[src/rtl/sfx_scheduler.sv]
// Sound-effect scheduler: latches four effect requests, grants by fixed priority, sequences note lists.
// Build option: define SFX_PREEMPT_EN to let a higher-priority request abort the running effect.
module sfx_scheduler #(
   parameter int          NOTE_CYC = 100_000_000,
   parameter int          GAP_CYC  = 5_000_000,
   parameter int          CNT_W    = 28,
   parameter logic [2:0]  VOLUME   = 3'd4
) (
   input  logic        clk,
   input  logic        rst,
   input  logic        enable,
   input  logic [3:0]  req,
   output logic [21:0] note_div,
   output logic [2:0]  volume,
   output logic        busy,
   output logic [1:0]  active_id,
   output logic        done
);

   typedef enum logic [1:0] {S_IDLE, S_PLAY, S_GAP} state_t;

   localparam logic [21:0]      MUTE      = 22'h3FFFFF;
   localparam logic [CNT_W-1:0] NOTE_LAST = CNT_W'(NOTE_CYC - 1);
   localparam logic [CNT_W-1:0] GAP_LAST  = (GAP_CYC > 0) ? CNT_W'(GAP_CYC - 1) : '0;

   function automatic logic [21:0] note_lookup(input logic [1:0] id, input logic [1:0] idx);
      logic [21:0] nd;
      nd = MUTE;
      case (id)
         2'd0: nd = 22'd56_818;
         2'd1: nd = 22'd113_636;
         2'd2: case (idx)
                  2'd0:    nd = 22'd170_068;
                  2'd1:    nd = 22'd143_266;
                  default: nd = 22'd113_636;
               endcase
         default: case (idx)
                  2'd0:    nd = 22'd190_840;
                  2'd1:    nd = 22'd151_515;
                  default: nd = 22'd127_551;
               endcase
      endcase
      return nd;
   endfunction

   // Index of the final note in each effect's list.
   function automatic logic [1:0] last_idx(input logic [1:0] id);
      return id[1] ? 2'd2 : 2'd0;
   endfunction

   function automatic logic [1:0] first_set(input logic [3:0] v);
      logic [1:0] id;
      if (v[0])      id = 2'd0;
      else if (v[1]) id = 2'd1;
      else if (v[2]) id = 2'd2;
      else           id = 2'd3;
      return id;
   endfunction

`ifdef SFX_PREEMPT_EN
   function automatic logic [3:0] higher_mask(input logic [1:0] id);
      logic [3:0] m;
      case (id)
         2'd0:    m = 4'b0000;
         2'd1:    m = 4'b0001;
         2'd2:    m = 4'b0011;
         default: m = 4'b0111;
      endcase
      return m;
   endfunction
`endif

   state_t           state_q, state_d;
   logic [CNT_W-1:0] cnt_q, cnt_d;
   logic [1:0]       idx_q, idx_d;
   logic [3:0]       pend_q, pend_d;
   logic [21:0]      note_div_q, note_div_d;
   logic [2:0]       volume_q, volume_d;
   logic             busy_q, busy_d;
   logic [1:0]       active_id_q, active_id_d;
   logic             done_q, done_d;
   logic             grant, preempt;
   logic [1:0]       grant_id;
   logic [3:0]       grant_clr;

   always_comb begin
      state_d     = state_q;
      cnt_d       = cnt_q;
      idx_d       = idx_q;
      pend_d      = pend_q;
      note_div_d  = note_div_q;
      volume_d    = volume_q;
      busy_d      = busy_q;
      active_id_d = active_id_q;
      done_d      = 1'b0;
      grant       = 1'b0;
      grant_id    = first_set(pend_q);
      grant_clr   = 4'b0000;
`ifdef SFX_PREEMPT_EN
      preempt     = |(pend_q & higher_mask(active_id_q));
`else
      preempt     = 1'b0;
`endif

      if (!enable) begin
         // Abort and flush: nothing survives a disable, and no done pulse is produced.
         state_d    = S_IDLE;
         cnt_d      = '0;
         idx_d      = 2'd0;
         pend_d     = 4'b0000;
         note_div_d = MUTE;
         volume_d   = 3'd0;
         busy_d     = 1'b0;
      end else begin
         case (state_q)
            S_IDLE: begin
               if (pend_q != 4'b0000) grant = 1'b1;
            end
            S_PLAY: begin
               if (preempt) begin
                  grant = 1'b1;
               end else if (cnt_q == NOTE_LAST) begin
                  cnt_d = '0;
                  if (idx_q != last_idx(active_id_q)) begin
                     idx_d      = idx_q + 2'd1;
                     note_div_d = note_lookup(active_id_q, idx_q + 2'd1);
                  end else begin
                     idx_d      = 2'd0;
                     done_d     = 1'b1;
                     note_div_d = MUTE;
                     volume_d   = 3'd0;
                     if (GAP_CYC > 0) begin
                        state_d = S_GAP;
                     end else begin
                        state_d = S_IDLE;
                        busy_d  = 1'b0;
                     end
                  end
               end else begin
                  cnt_d = cnt_q + 1'b1;
               end
            end
            S_GAP: begin
               if (preempt) begin
                  grant = 1'b1;
               end else if (cnt_q == GAP_LAST) begin
                  state_d = S_IDLE;
                  cnt_d   = '0;
                  busy_d  = 1'b0;
               end else begin
                  cnt_d = cnt_q + 1'b1;
               end
            end
            default: state_d = S_IDLE;
         endcase

         if (grant) begin
            state_d     = S_PLAY;
            cnt_d       = '0;
            idx_d       = 2'd0;
            active_id_d = grant_id;
            note_div_d  = note_lookup(grant_id, 2'd0);
            volume_d    = VOLUME;
            busy_d      = 1'b1;
            done_d      = 1'b0;
            grant_clr   = 4'b0001 << grant_id;
         end

         // A request on the grant cycle re-arms its own bit, so it replays later.
         pend_d = (pend_q & ~grant_clr) | req;
      end
   end

   always_ff @(posedge clk) begin
      if (rst) begin
         state_q     <= S_IDLE;
         cnt_q       <= '0;
         idx_q       <= 2'd0;
         pend_q      <= 4'b0000;
         note_div_q  <= MUTE;
         volume_q    <= 3'd0;
         busy_q      <= 1'b0;
         active_id_q <= 2'd0;
         done_q      <= 1'b0;
      end else begin
         state_q     <= state_d;
         cnt_q       <= cnt_d;
         idx_q       <= idx_d;
         pend_q      <= pend_d;
         note_div_q  <= note_div_d;
         volume_q    <= volume_d;
         busy_q      <= busy_d;
         active_id_q <= active_id_d;
         done_q      <= done_d;
      end
   end

   assign note_div  = note_div_q;
   assign volume    = volume_q;
   assign busy      = busy_q;
   assign active_id = active_id_q;
   assign done      = done_q;

endmodule
[config.mk]
export PLATFORM = sky130hd
export DESIGN_NAME = sfx_scheduler
export DESIGN_NICKNAME = d
export VERILOG_FILES = /design/src/rtl/sfx_scheduler.sv
export SDC_FILE = /design/constraint.sdc
export NUM_CORES = 1
export LEC_CHECK = 0
export ABC_AREA = 1
export CAP_MARGIN = 20
export CORE_MARGIN = 1.5
export CORE_UTILIZATION = 57
export DETAILED_ROUTE_END_ITERATION = 8
export PLACE_DENSITY = 0.8
export RECOVER_POWER = 50
export SYNTH_ARGS = -nofsm -noshare
export SYNTH_HDL_FRONTEND = slang
export SYNTH_SLANG_ARGS = --single-unit
export TNS_END_PERCENT = 30
[constraint.sdc]
create_clock -name clk -period 2.2 [get_ports clk]
set_input_delay 0.22 -clock clk [delete_from_list [all_inputs] [get_ports clk]]
set_output_delay 0.22 -clock clk [all_outputs]
set_load 0.01 [all_outputs]
==> summary.md <==
| Metric | Value |
|---|---|
| FF-to-FF setup slack | `about 0.22 ns` |
| PwrDens | `about 660 nW/um^2` |
| Synth Cell Area | `3480 um^2` |
| Pleak | `0.00159 uW` |
| Post-synthesis sequential area ratio | `about a third` |
| CP Capture Type | `register` |
| Vias per cell | `5.22` |
| Die Y | `around 81 um` |
| Min Tclk post-route | `approximately 2.0 ns` |
| Post-synthesis register bit count | `60` |
| Mapped Cells | `just under 500` |
| Hold Path Sink | `note_div[0]` |
| Worst reg2reg path depth | `10` |
| Mapped Avg Cell Area | `7.14 um^2` |
| Routed Wire Length | `8090 um` |
| Clock slew at the register clock pins of the worst setup and hold paths | `around 0.07 ns` |
| Met1 Track Usage GR | `between 40% and 50%` |
| IO buf count | `33` |
| Detailed placer's ending HPWL | `6140 um` |
| Drt drc | `0` |
| Total power | `2680 uW` |
| Setup Total Neg Slack | `0 ns` |
| Synth Warn # | `0` |
| H-tree level count | `3` |
| Vias in the first global route | `2,795` |
| CTS Buf Count | `9` |
| Max Clock Freq | `0.506 GHz` |
| Slowest stage delay, CP | `0.38 ns` |
| Critical Path Slowest Stage Cell | `dfxtp_1` |
| Min Hold Slack | `0.445 ns` |
| Worst Hold Class | `reg2reg` |
| Final Setup Violations | `0` |
| Commonest non-fill, non-tap cell in the layout | `nand2_1` |
| Grt peak-use layer | `met1` |
| Die Footprint | `6580 um^2` |
| Clock buffer depth | `2` |
| Number of cells on the worst hold path | `2` |
| Post-synth EDFFs | `0` |
| Type of the worst setup path | `reg2reg` |
| Global-route wire length before repair | `~13,000 um` |
| Root Buffer | `clkbuf_8` |
| GRT met3 Usage | `6.63%` |
| R2R Path Start | `cnt_q[0]` |
| ANT cells | `0` |
| Fill cells | `between 500 and 600` |
| Initial antenna violation count | `0` |
| Antenna-violating nets left | `0` |
| Rows | `28` |
| Slew Limit Fails | `0` |
| Critical Path RT | `2.43 ns` |
| Pin count of the biggest net entering global routing | `22` |
| RSZ-0062 raised after global routing | `false` |
| Final RePlAce weighted congestion | `0.968` |
| GRT Util Overall | `between 20% and 30%` |
| Routed length per placed instance | `13.4 um` |
| Endpoints failing hold | `0` |
| Critical path startpoint category | `register` |
| Total vias in the final route | `approximately 3,100` |
| GRT overflow | `0` |
| Final cycle utilization of the critical path | `89.8%` |
| Nets | `550` |
| Initial core utilization | `58.7%` |
| CTS tree | `built` |
| TritonRoute pass-1 iters | `5` |
| Core area | `~6000 um^2` |
| Worst vdd ir | `0.000496 V` |
| CP cell instances | `ha_1 -> nand3_1 -> inv_1 -> nand2_2 -> nor2_4 -> nand3_4 -> nand2_2 -> inv_2 -> nand2_1 -> nand3_1` |
| Main synth FF type | `dfxtp_1` |
| Register area | `around 1200 um^2` |
| Area Growth Syn to Fin | `16.6%` |
| Clock Skew | `approximately 0.012 ns` |
| Clk_lat worst skew | `around 0.35 ns` |
| Final Core Density | `68.5%` |
| Reg2reg end | `note_div[5]` |
| Crit path DAT | `2.20 ns` |
| Maximum Capacitance Violations | `0` |
| Outcome | `finished, final reports clean` |
| Hold path startpoint | `note_div[0]` |
| Share of layout cells above drive strength 1 | `9.09%` |
| CP Max Fanout | `19` |
| Io pins | `36` |
| Num Clock Sinks | `60` |
| Synth unique cells | `38` |
| Commonest non-fill, non-tap cells in the layout | `111 x nand2_1, 65 x nor2_1, 60 x dfxtp_1` |
| Die X | `about 81 um` |
| Fraction of registers with async set/reset | `0%` |
| DR iter-0 viols | `roughly 270` |
| M2 GR Usage | `~36%` |
| Multi-input gate area | `1950 um^2` |
worst max-delay path: cells and delay by family (launching register included):
family / cells / cell delay (ns)
DFF: 1 / 0.38
and+or+nand+nor: 7 / 0.87
buffers and inverters: 2 / 0.37
adders and majority gates: 1 / 0.21
metal layers:
metal,routed length [um],share of wire (%)
met5,0,0
met4,108,1.3
met3,604,7.5
met2,3260,40
met1,4110,51
power by group:
group	leakage (uW)	internal [uW]	switching, uW	total [uW]
registers	0.000487	1120	21.6	1140
clock network	0.000116	731	446	1180
logic	0.000984	135	224	360
sequential cells by signal, summed over array words and instances, names as in the netlist:
register and cells:
pend_q 4, busy 1, volume 1, idx_q 2, active_id 2, note_div 19, state_q 2, done 1
cnt_q 28
cells by family (layout without fill, tap and decap cells):
group	count (synthesis)	after routing	synth area share (%)
AO/OA/AOI/OAI	32	32	5.04
multiplexers	1	1	0.288
XOR/XNOR	24	24	6.05
other	1	2	0.108
flip-flops	60	60	34.6
AND/OR/NAND/NOR	280	280	37.9
buffers and inverters	69	109	8.89
adder cells (fa/ha/maj)	20	20	7.20
area by class of cell:
cell class	count	area share (%)
timing repair buffer	38	9.07
clock inverter	3	1.67
tap	75	2.31
multi-input combinational	359	48.1
sequential	60	29.6
clock buffer	13	4.17
inverter	55	5.09
how the worst max path moves through the flow:
stage	startpoint	to	slack, ns	cells after the start
floorplan	state_q[0]	cnt_q[25]	0.44	10
global placement	state_q[0]	cnt_q[25]	0.30	9
detailed placement	state_q[0]	cnt_q[25]	0.21	9
CTS	state_q[0]	cnt_q[25]	0.20	9
global route	cnt_q[0]	note_div[5]	0.03	10
finish	cnt_q[0]	note_div[5]	0.22	10
metrics by stage:
| step | instance area [um^2] | worst slack [ns] | std cells |
|---|---|---|---|
| after floorplan | 3480 | 0.439 | 488 |
| after global placement | 3840 | 0.297 | 587 |
| after detailed placement | 3840 | 0.208 | 587 |
| after CTS | 4080 | 0.198 | 603 |
| after global routing | 4050 | 0.0328 | 603 |
| final | 4050 | 0.223 | 603 |
synthesized netlist by cell type (5+ instances only):
cell type	number	share of area, %
nor2_4	6	1.9
nand2_1	110	12
o21ai_0	13	1.9
nand3_1	54	7.8
xnor2_1	5	1.3
ha_1	20	7.2
dfxtp_1	60	35
xor2_1	19	4.8
nor2_1	64	6.9
a21oi_1	12	1.7
nand2_2	8	1.4
inv_1	51	5.5
nor3_1	7	1.0
nand4_1	11	2.0
buf_4	8	1.7
repair_timing:
action                     in CTS  in global routing
buffers inserted                0                  0
setup endpoints to repair       0                  1
resized for setup               0                  1
hold buffers                    0                  0
Note: power is estimated with default switching activity, not from simulation.
